==> src/rtl/dmem_arb_pkg.sv <==
// Shared types and helpers for the two-port data-memory arbiter.
package dmem_arb_pkg;

  typedef enum logic [1:0] {
    IDLE      = 2'd0,
    RD_WAIT   = 2'd1,
    RMW_WRITE = 2'd2
  } state_e;

  localparam logic [3:0] BE_WORD = 4'hF;
  localparam logic [3:0] BE_NONE = 4'h0;

  // Byte lanes with be set take wdata, the rest keep the word read from memory.
  function automatic logic [31:0] lane_merge(input logic [3:0]  be,
                                             input logic [31:0] wdata,
                                             input logic [31:0] rdata);
    logic [31:0] m;
    m = rdata;
    for (int unsigned i = 0; i < 4; i++) begin
      if (be[i]) m[8*i +: 8] = wdata[8*i +: 8];
    end
    return m;
  endfunction

endpackage

==> src/rtl/dmem_arbiter_if.sv <==
// Two-port request/response bundle between requesters and dmem_arbiter.
interface dmem_arbiter_if;
  logic [1:0]       req_valid;
  logic [1:0]       req_ready;
  logic [1:0]       req_we;
  logic [1:0][31:0] req_addr;
  logic [1:0][31:0] req_wdata;
  logic [1:0][3:0]  req_be;
  logic [1:0]       resp_valid;
  logic [31:0]      resp_rdata;
  logic             resp_err;

  modport master (
    output req_valid, req_we, req_addr, req_wdata, req_be,
    input  req_ready, resp_valid, resp_rdata, resp_err
  );

  modport slave (
    input  req_valid, req_we, req_addr, req_wdata, req_be,
    output req_ready, resp_valid, resp_rdata, resp_err
  );
endinterface

==> src/rtl/dmem_arbiter_rr.sv <==
// Two-requester round-robin grant; last_grant moves only when a grant is taken.
module rr_arbiter2 (
  input  logic       clk,
  input  logic       rst,
  input  logic [1:0] req,
  input  logic       accept,
  output logic [1:0] gnt
);

  logic last_grant_q, last_grant_d;

  always_comb begin
    gnt = 2'b00;
    case (req)
      2'b01:   gnt = 2'b01;
      2'b10:   gnt = 2'b10;
      2'b11:   gnt = last_grant_q ? 2'b01 : 2'b10;
      default: gnt = 2'b00;
    endcase
    last_grant_d = last_grant_q;
    if (accept) last_grant_d = gnt[1];
  end

  always_ff @(posedge clk or negedge rst) begin
    if (!rst) last_grant_q <= 1'b1;
    else      last_grant_q <= last_grant_d;
  end

endmodule

==> src/rtl/dmem_arbiter.sv <==
// Two-port front end for the single-port data memory: loads, word stores and
// read-modify-write sub-word stores, one response per accepted request.
module dmem_arbiter
  import dmem_arb_pkg::*;
#(
  parameter int unsigned ADDR_SIZE = 7
) (
  input  logic           clk,
  input  logic           rst,
  dmem_arbiter_if.slave  bus,
  output logic [31:0]    mem_read_addr,
  input  logic [31:0]    mem_read_data,
  output logic [31:0]    mem_write_addr,
  output logic [31:0]    mem_write_data,
  output logic           mem_write_enable
);

  state_e      state_q, state_d;
  logic [31:0] addr_q, addr_d;
  logic [31:0] wdata_q, wdata_d;
  logic [3:0]  be_q, be_d;
  logic        port_q, port_d;
  logic [1:0]  resp_valid_q, resp_valid_d;
  logic [31:0] resp_rdata_q, resp_rdata_d;
  logic        resp_err_q, resp_err_d;

  logic [1:0]  gnt;
  logic        accept;
  logic        sel;
  logic [31:0] cur_addr;
  logic [31:0] cur_wdata;
  logic [3:0]  cur_be;
  logic        cur_we;
  logic        err;

  rr_arbiter2 u_rr (
    .clk    (clk),
    .rst    (rst),
    .req    (bus.req_valid),
    .accept (accept),
    .gnt    (gnt)
  );

  // Ready is masked while reset is held so nothing can be accepted (or written) then.
  assign bus.req_ready = (state_q == IDLE && rst) ? gnt : 2'b00;
  assign accept        = |(bus.req_valid & bus.req_ready);
  assign sel           = gnt[1];
  assign cur_addr      = bus.req_addr[sel];
  assign cur_wdata     = bus.req_wdata[sel];
  assign cur_be        = bus.req_be[sel];
  assign cur_we        = bus.req_we[sel];
  assign err           = |cur_addr[31:ADDR_SIZE+1];

  always_comb begin
    state_d          = state_q;
    addr_d           = addr_q;
    wdata_d          = wdata_q;
    be_d             = be_q;
    port_d           = port_q;
    resp_valid_d     = '0;
    resp_rdata_d     = '0;
    resp_err_d       = 1'b0;
    mem_read_addr    = addr_q;
    mem_write_addr   = addr_q;
    mem_write_data   = cur_wdata;
    mem_write_enable = 1'b0;
    case (state_q)
      IDLE: begin
        mem_read_addr  = cur_addr;
        mem_write_addr = cur_addr;
        if (accept) begin
          addr_d  = cur_addr;
          wdata_d = cur_wdata;
          be_d    = cur_be;
          port_d  = sel;
          if (err) begin
            resp_valid_d[sel] = 1'b1;
            resp_err_d        = 1'b1;
          end else if (!cur_we) begin
            state_d = RD_WAIT;
          end else if (cur_be == BE_WORD) begin
            mem_write_enable  = 1'b1;
            resp_valid_d[sel] = 1'b1;
          end else if (cur_be == BE_NONE) begin
            resp_valid_d[sel] = 1'b1;
          end else begin
            state_d = RMW_WRITE;
          end
        end
      end
      RD_WAIT: begin
        resp_valid_d[port_q] = 1'b1;
        resp_rdata_d         = mem_read_data;
        state_d              = IDLE;
      end
      RMW_WRITE: begin
        mem_write_enable     = 1'b1;
        mem_write_data       = lane_merge(be_q, wdata_q, mem_read_data);
        resp_valid_d[port_q] = 1'b1;
        state_d              = IDLE;
      end
      default: state_d = IDLE;
    endcase
  end

  always_ff @(posedge clk or negedge rst) begin
    if (!rst) begin
      state_q      <= IDLE;
      addr_q       <= '0;
      wdata_q      <= '0;
      be_q         <= '0;
      port_q       <= 1'b0;
      resp_valid_q <= '0;
      resp_rdata_q <= '0;
      resp_err_q   <= 1'b0;
    end else begin
      state_q      <= state_d;
      addr_q       <= addr_d;
      wdata_q      <= wdata_d;
      be_q         <= be_d;
      port_q       <= port_d;
      resp_valid_q <= resp_valid_d;
      resp_rdata_q <= resp_rdata_d;
      resp_err_q   <= resp_err_d;
    end
  end

  assign bus.resp_valid = resp_valid_q;
  assign bus.resp_rdata = resp_rdata_q;
  assign bus.resp_err   = resp_err_q;

endmodule

==> src/flat_wrapper.sv <==
// flat-port wrapper written by rule: the top's interface ports become plain ports
module dmem_arbiter_flat import dmem_arb_pkg::*;
#(
  parameter int unsigned ADDR_SIZE = 7
)
  (clk, rst, mem_read_addr, mem_read_data, mem_write_addr, mem_write_data, mem_write_enable, bus_req_valid, bus_req_we, bus_req_addr, bus_req_wdata, bus_req_be, bus_req_ready, bus_resp_valid, bus_resp_rdata, bus_resp_err);
  dmem_arbiter_if bus_i ();
  input  logic clk;
  input  logic rst;
  output logic [31:0] mem_read_addr;
  input  logic [31:0] mem_read_data;
  output logic [31:0] mem_write_addr;
  output logic [31:0] mem_write_data;
  output logic mem_write_enable;
  input wire logic [$bits(bus_i.req_valid)-1:0] bus_req_valid;
  input wire logic [$bits(bus_i.req_we)-1:0] bus_req_we;
  input wire logic [$bits(bus_i.req_addr)-1:0] bus_req_addr;
  input wire logic [$bits(bus_i.req_wdata)-1:0] bus_req_wdata;
  input wire logic [$bits(bus_i.req_be)-1:0] bus_req_be;
  output wire logic [$bits(bus_i.req_ready)-1:0] bus_req_ready;
  output wire logic [$bits(bus_i.resp_valid)-1:0] bus_resp_valid;
  output wire logic [$bits(bus_i.resp_rdata)-1:0] bus_resp_rdata;
  output wire logic [$bits(bus_i.resp_err)-1:0] bus_resp_err;
  assign bus_i.req_valid = bus_req_valid;
  assign bus_i.req_we = bus_req_we;
  assign bus_i.req_addr = bus_req_addr;
  assign bus_i.req_wdata = bus_req_wdata;
  assign bus_i.req_be = bus_req_be;
  assign bus_req_ready = bus_i.req_ready;
  assign bus_resp_valid = bus_i.resp_valid;
  assign bus_resp_rdata = bus_i.resp_rdata;
  assign bus_resp_err = bus_i.resp_err;
  dmem_arbiter #(.ADDR_SIZE(ADDR_SIZE)) u_core (.clk(clk), .rst(rst), .bus(bus_i), .mem_read_addr(mem_read_addr), .mem_read_data(mem_read_data), .mem_write_addr(mem_write_addr), .mem_write_data(mem_write_data), .mem_write_enable(mem_write_enable));
endmodule
==> config.mk <==
export PLATFORM = sky130hd
export DESIGN_NAME = dmem_arbiter_flat
export DESIGN_NICKNAME = d
export VERILOG_FILES = /design/src/rtl/dmem_arb_pkg.sv /design/src/rtl/dmem_arbiter_if.sv /design/src/rtl/dmem_arbiter_rr.sv /design/src/rtl/dmem_arbiter.sv /design/src/flat_wrapper.sv
export SDC_FILE = /design/constraint.sdc
export NUM_CORES = 1
export LEC_CHECK = 0
export ABC_AREA = 1
export BUFFER_PORTS_ARGS = -buffer_cell sky130_fd_sc_hd__buf_2
export CORE_AREA = 5 5 138 140
export CTS_CLUSTER_DIAMETER = 60
export CTS_CLUSTER_SIZE = 10
export DETAILED_ROUTE_END_ITERATION = 8
export DIE_AREA = 0 0 143 145
export PLACE_DENSITY_LB_ADDON = 0.08
export SETUP_SLACK_MARGIN = 0.05
export SLEW_MARGIN = 30
export SYNTH_ARGS = -nofsm -noshare
export SYNTH_HDL_FRONTEND = slang
export SYNTH_SLANG_ARGS = --single-unit
==> constraint.sdc <==
create_clock -name clk -period 2.5 [get_ports clk]
set_input_delay 0.125 -clock clk [delete_from_list [all_inputs] [get_ports clk]]
set_output_delay 0.125 -clock clk [all_outputs]
set_load 0.005 [all_outputs]
======== Yosys cells after proc, flatten, opt, wreduce, memory -nomap -nowiden ========
Cells that the tools add are included.
cells by class
  bitwise gates (word level) .............. 1
  order comparisons ....................... 4
  reductions and logical operators ........ 10
  multiply operators ...................... 0
  muxes and demuxes ....................... 42
  div/mod/pow operators ................... 0
  equal/unequal tests ..................... 10
  shift operators ......................... 0
  add/subtract/negate cells ............... 0
operator list
  kind                count
  $mux 32             7
  $mux 8              4
  $mux 2              13
  $reduce_or 24->1    1
  $mux 1              11
  $mux 4              2
  $eq 2x2->1 const B  3
  $ne 3x3->1 const B  2
  $pmux 2 s3          1
  $eq 2x1->1 const B  2
  $eq 4x4->1 const B  1
  $logic_not 4->1     1
  $lt 1x2->1 const B  2
  $pmux 2 s2          1
  $reduce_and 4->1    1
  $reduce_or 2->1     2
  $logic_and 1x1->1   3
  $and 2x2->2         1
  $demux 1 s1         2
  $ge 1x1->1 const B  2
  $logic_not 2->1     1
  $ne 2x1->1 const B  1
  $ne 2x2->1 const B  1
  $pmux 1 s2          1
  $reduce_and 2->1    1
storage, ports and cells
  memory bits (read-only) ................. 0
  register bits after elaboration ......... 107
  memories ................................ 0
  memory bits (writable) .................. 0
  input port bits ......................... 174
  latch bits .............................. 0

======== Depth between registers and ports, before layout ========
Gate-level depths: netlist of run 1.
  depth in word-level cells ............... 12
  depth in mapped cells ................... 14
  gate-level depth less buffers ........... 12

======== Modules after synthesis ========
A second synthesis of run 1 with hierarchy kept.
unflattened totals
  cells, all modules ...................... 849
  area total of the unflattened synthesis .. 6269.8 um^2
modules (own cells, without submodules)
  module        seq. area each (um^2)  area each (um^2)  cells each  times used
  dmem_arbiter  2652.5                 6206.0            840         1
  rr_arbiter2   26.3                   63.8              9           1

======== Worst setup path before layout of run 1 ========
No wires, ideal clock.
  path kind ............................... reg-to-output
  from .................................... reg u_core.u_rr.last_grant_q
  to ...................................... out mem_write_addr[0]
  setup slack ............................. 0.724 ns
  buffers on the path ..................... 4
  stages on the path, launching flop included .. 8
  arrival ................................. 1.651 ns
  data required time ...................... 2.375 ns
  cells stage by stage .................... dfstp_2 > a21oi_2 > buf_4 > buf_2 > buf_2 > mux2i_1 > o21ai_0 > buf_4
between the ends
  cells in the longest elaborated chain, start to end .. 5
RTL lines
  item                                        line                   text
  start: declaration                          dmem_arbiter_rr.sv:10  logic last_grant_q, last_grant_d;
  start signal: assignment                    dmem_arbiter_rr.sv:26  else last_grant_q <= last_grant_d;
  $mux 2                                      dmem_arbiter_rr.sv:17  2'b11: gnt = last_grant_q ? 2'b01 : 2'b10;
  $pmux 2 s3                                  dmem_arbiter_rr.sv:14  case (req)
  $mux 32 (not written as such) (2 in a row)  dmem_arbiter.sv:48     assign cur_addr = bus.req_addr[sel];
  $mux 32                                     n/a
  end: declaration                            flat_wrapper.sv:12     output logic [31:0] mem_write_addr;
No other way between the ends. The select of a mux whose other input is x is not followed.

======== Final worst setup path of run 1 ========
  from .................................... reg u_core.u_rr.last_grant_q
  to ...................................... out mem_write_enable
between the ends
  cells in the longest elaborated chain, start to end .. 10
RTL lines
  item                                       line                   text
  $mux 2 *                                   dmem_arbiter_rr.sv:17
  $pmux 2 s3 *                               dmem_arbiter_rr.sv:14
  $mux 4 (not written as such) (2 in a row)  dmem_arbiter.sv:50     assign cur_be = bus.req_be[sel];
  $eq 4x4->1                                 dmem_arbiter.sv:81     end else if (cur_be == BE_WORD) begin
  $mux 1                                     dmem_arbiter.sv:81
  $mux 1                                     dmem_arbiter.sv:79     end else if (!cur_we) begin
  $mux 1                                     dmem_arbiter.sv:76     if (err) begin
  $mux 1 *                                   dmem_arbiter.sv:71     if (accept) begin
  $pmux 1 s2 *                               dmem_arbiter.sv:67     case (state_q)
  end: declaration                           flat_wrapper.sv:14     output logic mem_write_enable;
Mark *: on every way between the ends. The rest lies on a longest branch, timed or not. The select of a mux whose other input is x is not followed.

==> results.md, run 1 <==
- DRT Wirelength: around 20000 um
- Ys async rst share: 100.0%
- M1 wire length: 8459 um
- CP Capture Type: output port
- Net switching power figure: roughly 1.4 mW
- Antenna Nets Post-Route: 0
- Syn avg cell area: about 7.6 um^2
- Rel. slew slack: 59.75%
- CP dominant cell by count: nor2_4
- Outcome: completed
- Final period utilization: 94.69%
- VDD IR max: approximately 0.3 mV
- Worst path buffer plus inverter count: 3
- Crit-path leading delay family: flip-flops
- Fillers: around 1800
- Pwr Density: 544.0 nW/um^2
- Ys Warns: 0
- Period minus WS final: about 2.4 ns
- Ys flop type: dfrtp_1
- CP max-delay cell: dfstp_2
- Final setup fails: 0
- # rows: slightly below 50
- Mapped Nets: about 1000
- Seq pwr share: between 40% and 50%
- DR iter-0 viols: ~290
- RSZ-0062 raised after global routing: true
- Hold Crit Class: in -> reg
- CTS tree: built
- Startpoint types: flop
- Clock root buffer: clkbuf_16
- DR WL met2: between 9000 and 10000 um
- Post-layout net count: roughly 1300
- CTS Sinks: around 110
- Die footprint: about 21000 um^2
- Crit-path max FO: 17
- Total Routing Usage GR: 18.81%
- Max-Cap Viols: 0
- Overflow after GRT: 0
- Seq cells post-synth: approximately 110
- Kind of critical path: reg -> out
- Post-synth EDFFs: 0
- Die H: around 150 um
- DRC errors left: 0
- Largest net degree at the start of global routing: around 110
- Core Footprint: 17720 um^2
- Synthesized area: approximately 6000 um^2
- CTS Buf Count: 9
- First-pass GRT wire length: ~31000 um
- Starting density of the core: ~34%
- Clk_lat worst skew: 0.34 ns
- Via Count: ~6200
- Layout Skew: approximately 0.0071 ns
- Hpwl dp: 14790 um
- Maximum clock insertion buffer count: 2
- Reg2reg end: u_core.wdata_q[9]
- WP data required: between 2 and 2.5 ns
- Initial antenna violation count: 0
- Share of layout cells above drive strength 1: between 30% and 40%
- Combinational share of power: about a quarter
- Via density per instance: ~4.6
- Sequential fraction of the synthesis area: between 40 and 50%
- Wirelength per Cell: approximately 15 um
- Hold Slack: between 0.01 and 0.015 ns
- Die Span X: 143 um
- Number of inserted diodes: 0
- CP Cell Sequence: a21oi_4 -> buf_12 -> o21ai_0 -> inv_1 -> nand3_1 -> nor2_4 -> nand2_4 -> nor2_4 -> a21o_1 -> buf_2
- FF-to-FF setup slack: approximately 0.21 ns
- I/O pin cnt: between 300 and 400
- Port bufs: ~310
- Hold Path Origin: mem_read_data[0]
- Hold EP: u_core.bus.resp_rdata[0]
- R2R depth: 8
- Post-synth cell types: 24
- Int Power: roughly 3.2 mW
- Synthesis-to-finish area growth: 40.07%
- Worst slew pin tran: roughly 0.60 ns
- Leak Pwr: ~4.7 nW
- Clock-pin slew on the worst setup and hold paths: ~0.07 ns
- H-tree level count: 3
- Hold path depth: 3
- Max stage delay on crit path: 0.61 ns
- Endpoints failing hold: 0
- Fmax: 422.4 MHz
- Synthesized instance count: 797
- Worst EP arrival: 2.24 ns
- Vias in the first global route: between 5000 and 6000
- Clock power frac: just under 30%
- Slew Viols, Final: 0
- Highest Signal Layer: met4
- Final GP Congestion: 0.8175
- Final setup TNS: 0 ns
- Pre-Repair DR Iteration Count: 4
- Crit Reg-Reg Startpoint: u_core.u_rr.last_grant_q
- Switching share of total power: between 30% and 40%
- Overall Power: approximately 4.6 mW
- Met3 wire len: ~1700 um
[through the flow]
| step | std cells | utilization, % | area (um^2) | worst slack, ns |
|---|---|---|---|---|
| finish | 1333 | 47.72 | 8454 | 0.1328 |
| global route | 1333 | 47.72 | 8454 | 0.01224 |
| CTS | 1319 | 46.32 | 8207 | 0.05923 |
| detailed placement | 1269 | 42.62 | 7551 | 0.01404 |
| global placement | 1269 | 42.62 | 7551 | 0.06718 |
| floorplan | 797 | - | 6036 | 0.7244 |
[synthesized netlist by cell type (2+ instances only)]
| cell | instances | area, um^2 |
|---|---|---|
| a21oi_1 | 2 | 10.01 |
| buf_2 | 18 | 90.09 |
| buf_4 | 34 | 255.2 |
| buf_6 | 3 | 33.78 |
| clkbuf_1 | 19 | 71.32 |
| clkbuf_2 | 4 | 20.02 |
| dfrtp_1 | 106 | 2653 |
| ha_1 | 4 | 50.05 |
| inv_1 | 90 | 337.8 |
| mux2i_1 | 40 | 400.4 |
| nand2_1 | 232 | 870.8 |
| nand3_1 | 6 | 30.03 |
| nor2_1 | 51 | 191.4 |
| o21ai_0 | 145 | 725.7 |
| o21ai_2 | 3 | 26.28 |
| o22ai_1 | 32 | 200.2 |
[worst register-to-register path, stage by stage (launching register included)]
cell and delay (ns):
dfstp_2 0.61, nand3_2 0.11, nand2_4 0.13, buf_4 0.12, buf_4 0.13, nor2_1 0.10, nor2_4 0.21, buf_4 0.50
o21ai_0 0.23
[per-layer routing]
layer  track usage [%]  up-vias
met1             24.44     2770
li1                  -     3117
met2             31.51      240
met4             5.323        0
met5                 0        -
met3             4.047       23
[how the worst max path moves through the flow]
stage	from	to	cells after the start
floorplan	u_core.u_rr.last_grant_q	mem_write_addr[0]	7
finish	u_core.u_rr.last_grant_q	mem_write_enable	10
global placement	u_core.u_rr.last_grant_q	mem_write_data[31]	6
global route	u_core.u_rr.last_grant_q	mem_write_enable	12
CTS	u_core.u_rr.last_grant_q	mem_write_enable	12
detailed placement	u_core.u_rr.last_grant_q	mem_write_data[15]	6
[power by group through the flow]
stage,Clock (mW),Sequential [mW],Combinational [mW]
5_1_grt,1.49,2.13,1.29
2_1_floorplan,0,2.07,0.654
6_report,1.35,2.11,1.14
3_5_place_dp,0,2.13,1.03
3_3_place_gp,0,2.13,1.03
4_1_cts,1.41,2.10,1.10
[cells by family (layout without fill, tap and decap cells)]
| kind of cell | after synthesis | count (layout) | share of synthesized area [%] |
|---|---|---|---|
| flip-flops | 107 | 107 | 44.38 |
| AO/OA/AOI/OAI | 184 | 186 | 16.21 |
| multiplexers | 40 | 40 | 6.633 |
| AND/OR/NAND/NOR | 293 | 293 | 18.49 |
| buffers and inverters | 169 | 474 | 13.45 |
| adder cells (fa/ha/maj) | 4 | 4 | 0.8292 |
[final cells by class]
cell class	count	area [um^2]	share of cell area (%)
Clock buffer	11	242.7	2.871
Clock inverter	5	37.54	0.4440
Inverter	91	341.6	4.040
Multi-Input combinational cell	523	2703	31.97
Sequential cell	107	2679	31.69
Tap cell	229	286.5	3.389
Timing Repair Buffer	367	2165	25.60
[registers in the layout, indices dropped and copies added (netlist names)]
signal	cells
u_core.port_q	1
u_core.bus.resp_rdata	32
u_core.addr_q	32
u_core.wdata_q	32
u_core.state_q	2
u_core.u_rr.last_grant_q	1
u_core.bus.resp_err	1
u_core.bus.resp_valid	2
u_core.be_q	4
[cell usage in the layout, fill, tap and decap left out, types with 6 or more instances in the layout]
master / netlist / final
inv_1: 90 / 90
nand2_1: 232 / 218
dlygate4sd3_1: 0 / 30
o21ai_0: 145 / 139
dfrtp_1: 106 / 106
nor2_1: 51 / 45
buf_4: 34 / 23
buf_12: 0 / 6
nand2_2: 0 / 10
mux2i_1: 40 / 40
o22ai_1: 32 / 32
clkbuf_16: 0 / 10
buf_2: 18 / 306
[what timing repair did]
action | 4_1_cts | 5_1_grt
gates resized for setup | 7 | 35
buffers inserted | 3 | 12
setup endpoints to repair | 53 | 25
hold buffers | 30 | 0
pin swaps | 2 | 19
cloned | 1 | 2
hold endpoints to repair | 135 | 0
Power figures use the tool's default switching activity.
==> run 2, diff against run 1 <==
Settings changed: REMOVE_ABC_BUFFERS set to 1.
Clock period 2.5 ns to 2.1 ns, I/O delays scaled along.
==> run 2 against run 1 <==
The run now ends with negative setup slack left. Critical endpoint unchanged. Critical path type unchanged. Critical path depth increased by 2. Sequential share of layout area decreased by 1.6 points. Die area unchanged.
==> results.md, run 2 (same netlist as run 1, synthesis figures left out) <==
- DRT Wirelength: roughly 20000 um
- CP Capture Type: output port
- Crit-path leading delay family: simple AND/OR/NAND/NOR gates
- CTS Buf Count: 9
- Worst EP arrival: 2.18 ns
- Vias in the first global route: around 5900
- Total Routing Usage GR: 18.11%
- Hold EP: u_core.wdata_q[0]
- Overflow after GRT: 0
- Largest net degree at the start of global routing: 65
- CP Launch Point: u_core.u_rr.last_grant_q
- First-pass GRT wire length: roughly 30000 um
- VDD IR max: between 0.3 and 0.4 mV
- Final setup fails: 25
- Inst Count DP: approximately 1300
- Setup WS post-layout: -0.1830 ns
- Via Count: roughly 6100
- Via density per instance: roughly 4.5
- FF-to-FF setup slack: 0.12 ns
- Most common cell after layout, fill and taps aside: buf_2
- # rows: 49
- Fillers: around 1800
- DRC errors left: 0
- Crit-path max FO: 8
- Maximum clock insertion buffer count: 2
- Multi-input logic area: 2821 um^2
- Starting density of the core: roughly 34%
- Die H: 145 um
- H-tree level count: 3
- Final GP Congestion: between 0.7 and 0.8
- Worst path buffer plus inverter count: 2
- Initial antenna violation count: 2
- I/O pin cnt: 308
- Register area: around 2700 um^2
- Max stage delay on crit path: ~0.58 ns
- Hold path depth: 3
- CP Cell Sequence: nand3_2 -> nand2_4 -> buf_12 -> nand2_1 -> nand2_2 -> nand2_2 -> nor2_4 -> and2_1 -> nand2_1 -> nor2_2 -> a21o_1 -> buf_2
- Startpoint types: flop
- RSZ-0062 raised after global routing: true
- CTS tree: built
- Layout Skew: about 0.0086 ns
- R2R depth: 14
- Final period utilization: 108.7%
- Port bufs: about 310
- Rel. slew slack: a little over half
- Placed inst area: roughly 7800 um^2
- Antenna Nets Post-Route: 0
- Die Span X: 143 um
- Pwr Density: between 600 and 700 nW/um^2
- Pre-Repair DR Iteration Count: 5
- Outcome: finished with violations
- Clock root buffer: clkbuf_16
- CP max-delay cell: dfstp_2
- Clk_lat worst skew: between 0.3 and 0.4 ns
- Slew Viols, Final: 0
- Wirelength per Cell: 14.93 um
- WP data required: 2.00 ns
- Worst slew pin tran: 0.6838 ns
- Hpwl dp: 14290 um
- Post-route cell area: ~9000 um^2
- Hold Path Origin: bus_req_wdata[0]
- Max-Cap Viols: 0
- DR iter-0 viols: about 280
- Share of layout cells above drive strength 1: about two fifths
- Die footprint: roughly 21000 um^2
- Core Footprint: ~18000 um^2
- Most frequent cells in the layout: 306 x buf_2, 222 x nand2_1, 107 x o21ai_0
- Crit Reg-Reg Startpoint: u_core.u_rr.last_grant_q
- Hold Crit Class: in -> reg
- Post-layout net count: around 1300
- Endpoints failing hold: 0
- Failing checks: negative setup slack
- Reg2reg end: u_core.state_q[1]
- Fin cells: approximately 1400
- Clock-pin slew on the worst setup and hold paths: around 0.080 ns
- Fmax: roughly 440 MHz
- Synthesis-to-finish area growth: 47.43%
- Leak Pwr: around 5 nW
- CTS Sinks: between 100 and 150
- Kind of critical path: reg -> out
- Period minus WS final: 2.283 ns
## run 2: changes by cell type in the layout (fill, tap and decap cells not counted), moves of 4 or more
cell,previous run,this run
o21ai_1,4,22
mux2i_1,40,17
o21ai_2,5,16
buf_4,23,36
mux2i_2,0,20
o21ai_0,139,107
nand2_1,218,222
dlygate4sd3_1,30,34
## run 2: final cells by class
class,instances,area share [%]
Tap cell,229,3.220
Timing Repair Buffer,391,27.60
Antenna cell,1,0.02812
Inverter,91,3.867
Clock buffer,10,2.686
Clock inverter,6,0.7874
Multi-Input combinational cell,521,31.71
Sequential cell,107,30.10
## run 2: how the worst max path moves through the flow
stage,to,slack [ns],cells past startpoint
4_1_cts,mem_write_enable,-0.19,10
2_1_floorplan,u_core.state_q[1],-3.49,9
3_5_place_dp,mem_write_data[22],-0.02,6
5_1_grt,mem_write_enable,-0.31,12
3_3_place_gp,mem_write_data[22],-0.01,6
6_report,mem_write_enable,-0.18,12
## run 2: power by group
part,switching [mW],internal (mW),total (mW),leakage [nW]
Clock,0.801,0.970,1.77,0.153
Sequential,0.179,2.32,2.50,1.37
Combinational,0.787,0.722,1.51,3.37
## run 2: worst min-delay path: stages
cell	delay, ns
buf_2	0.07
mux2i_1	0.07
o21ai_0	0.13
## run 2: routing by layer
layer  vias up  GRT usage [%]  part of all wire, %
met5         -              0                0.035
met4         2          5.371                  1.6
met3        22          3.159                  7.3
met2       228          30.52                   48
met1      2684          23.71                   43
li1       3166              -                    -
## run 2: per-stage QoR
step | util (%) | total power, mW | worst slack [ns] | hold WS (ns) | TNS, ns
2_1_floorplan | - | 3.143 | -3.485 | -0.1906 | -371.73
3_5_place_dp | 43.92 | 3.836 | -0.01971 | -0.02353 | -0.01971
4_1_cts | 47.89 | 5.722 | -0.1894 | 0.05581 | -0.9419
3_3_place_gp | 43.92 | 3.829 | -0.01362 | -0.02451 | -0.01362
5_1_grt | 50.22 | 6.148 | -0.3120 | 0.06682 | -6.140
6_report | 50.22 | 5.781 | -0.1830 | 0.06356 | -3.005
## run 2: timing repair
item	CTS	global route
hold buffers	34	0
buffers inserted	2	5
endpoints found under the setup margin	88	91
gates resized for setup	37	78
cloned	0	5
endpoints found under the hold margin	43	0
pin swaps	1	13
==> run 3, diff against run 2 <==
Settings changed: PLACE_DENSITY set to 0.72, PLACE_DENSITY_LB_ADDON 0.08 to not set.
==> run 3 against run 2 <==
The run still ends with negative setup slack left. Largest power group unchanged. Wire length decreased by 0.12%. First-iteration DRC count decreased by 6.9%. Highest routed layer unchanged. Count of clock-buffer cells in the layout fell by 1.
==> results.md, run 3 (same netlist as run 1, synthesis figures left out) <==
- Worst slew pin tran: 0.6338 ns
- Port bufs: about 300
- RSZ-0062 raised after global routing: true
- Die footprint: approximately 21000 um^2
- Placed inst area: about 7600 um^2
- Final setup fails: 26
- Core Footprint: roughly 18000 um^2
- Clock-pin slew on the worst setup and hold paths: approximately 0.080 ns
- DR iter-0 viols: about 260
- Failing checks: negative setup slack
- CTS Sinks: 107
- Post-route cell area: 8608 um^2
- H-tree level count: 3
- I/O pin cnt: ~300
- WP data required: about 2.0 ns
- Post-layout net count: roughly 1300
- Hpwl dp: between 10000 and 15000 um
- CTS Buf Count: 9
- # rows: 49
- Leak Pwr: roughly 4.8 nW
- Fmax: ~450 MHz
- Worst path buffer plus inverter count: 2
- Max-Cap Viols: 0
- Vias in the first global route: 6155
- CP max-delay cell: dfstp_2
- Most common cell after layout, fill and taps aside: buf_2
- Post-layout util: between 40% and 50%
- Synthesis-to-finish area growth: 42.62%
- Crit-path max FO: 8
- Starting density of the core: approximately 34%
- Overall Power: between 5 and 6 mW
- Clock root buffer: clkbuf_16
- Kind of critical path: reg -> out
- Startpoint types: flop
- CP Capture Type: output port
- Maximum clock insertion buffer count: 2
- Crit-path leading delay family: simple AND/OR/NAND/NOR gates
- First-pass GRT wire length: between 30000 and 40000 um
- Slew Viols, Final: 0
- Final period utilization: 106.5%
- Layout Skew: between 0.008 and 0.009 ns
- Number of inserted diodes: 0
- Share of layout cells above drive strength 1: a little over a third
- Dpl ws: roughly 0.11 ns
- VDD IR max: 0.5156 mV
- Hold Slack: just under 0.06 ns
- Most frequent cells in the layout: 306 x buf_2, 222 x nand2_1, 117 x o21ai_0
- Setup WS post-layout: -0.1372 ns
- Worst EP arrival: 2.13 ns
- Hold Crit Class: in -> reg
- Die Span X: between 100 and 150 um
- CTS tree: built
- DRC errors left: 0
- CP Cell Sequence: nand3_2 -> nand2_4 -> buf_12 -> nand2_1 -> nand2_2 -> nand2_2 -> nor2_2 -> and2_1 -> nand2_1 -> nor2_2 -> a21o_1 -> buf_2
- Endpoints failing hold: 0
- Initial antenna violation count: 1
- Pre-Repair DR Iteration Count: 6
- Die H: 145 um
- Wirelength per Cell: 15.17 um
- Clk_lat worst skew: 0.35 ns
- Total Routing Usage GR: 18.52%
- Overflow after GRT: 0
- Via Count: roughly 6300
- Period minus WS final: 2.237 ns
- Max stage delay on crit path: 0.58 ns
- Pwr Density: roughly 670 nW/um^2
- Final GP Congestion: approximately 0.87
- Via density per instance: between 4 and 5
- DRT Wirelength: 20220 um
- Rel. slew slack: 57.75%
- Outcome: finished with violations
- Largest net degree at the start of global routing: slightly below 70
- Antenna Nets Post-Route: 0
## run 3: worst register-to-register path, stage by stage, from the launching register on
cell     delay (ns)
dfstp_2        0.58
nand3_2        0.09
nand2_4        0.12
buf_12         0.13
nand2_1        0.06
nand2_2        0.08
nand2_2        0.06
nor2_2         0.13
and2_1         0.13
nand2_1        0.06
nor2_2         0.10
buf_4          0.12
nand3_1        0.07
nand2_1        0.07
inv_1          0.04
## run 3: report_power, final
part | switching, mW | internal (mW) | leakage, nW
clock | 0.838 | 1.07 | 0.159
combinational | 0.761 | 0.631 | 3.23
sequential | 0.178 | 2.32 | 1.37
## run 3: area by class of cell
cell class | count | area [um^2]
clock inverters | 7 | 105.1
fillers | 1738 | 9110
flip-flops and latches | 107 | 2679
clock buffers | 9 | 225.2
inverters | 91 | 341.6
well taps | 229 | 286.5
repair buffers | 369 | 2236
multi-input cells | 521 | 2735
## run 3: repair_timing
item,CTS,global route
hold buffers,33,0
hold endpoints to repair,72,0
cloned,1,1
endpoints found under the setup margin,77,82
resized for setup,28,55
buffers inserted,2,5
pin swaps,2,13
## run 3: worst paths after layout
check / from / endpoint / slack, ns / depth (start not counted)
worst max-delay path: u_core.u_rr.last_grant_q / mem_write_enable / -0.14 / 12
worst min-delay path: bus_req_addr[5] / u_core.addr_q[5] / 0.06 / 3
worst max register to register: u_core.u_rr.last_grant_q / u_core.state_q[1] / 0.17 / 14
worst min register to register: u_core.wdata_q[1] / u_core.wdata_q[1] / 0.49 / 2
max in group asynchronous: rst / u_core.be_q[3] / 1.18 / 3
min in group asynchronous: rst / u_core.state_q[0] / 0.45 / 3
## run 3: metal layers
metal	share of wire (%)	global-route usage, %	routed length, um	vias to the layer above
met5	0.035	0	7	-
met4	2.2	4.848	439	2
met3	7.9	3.883	1598	29
met2	50	33.95	10140	264
met1	40	21.70	8035	2851
li1	-	-	-	3115
## run 3: stage by stage
step | setup TNS [ns] | instances
2_1_floorplan | -371.73 | 719
6_report | -0.7832 | 1333
3_3_place_gp | 0 | 1275
5_1_grt | -4.569 | 1333
4_1_cts | -1.351 | 1327
3_5_place_dp | 0 | 1275
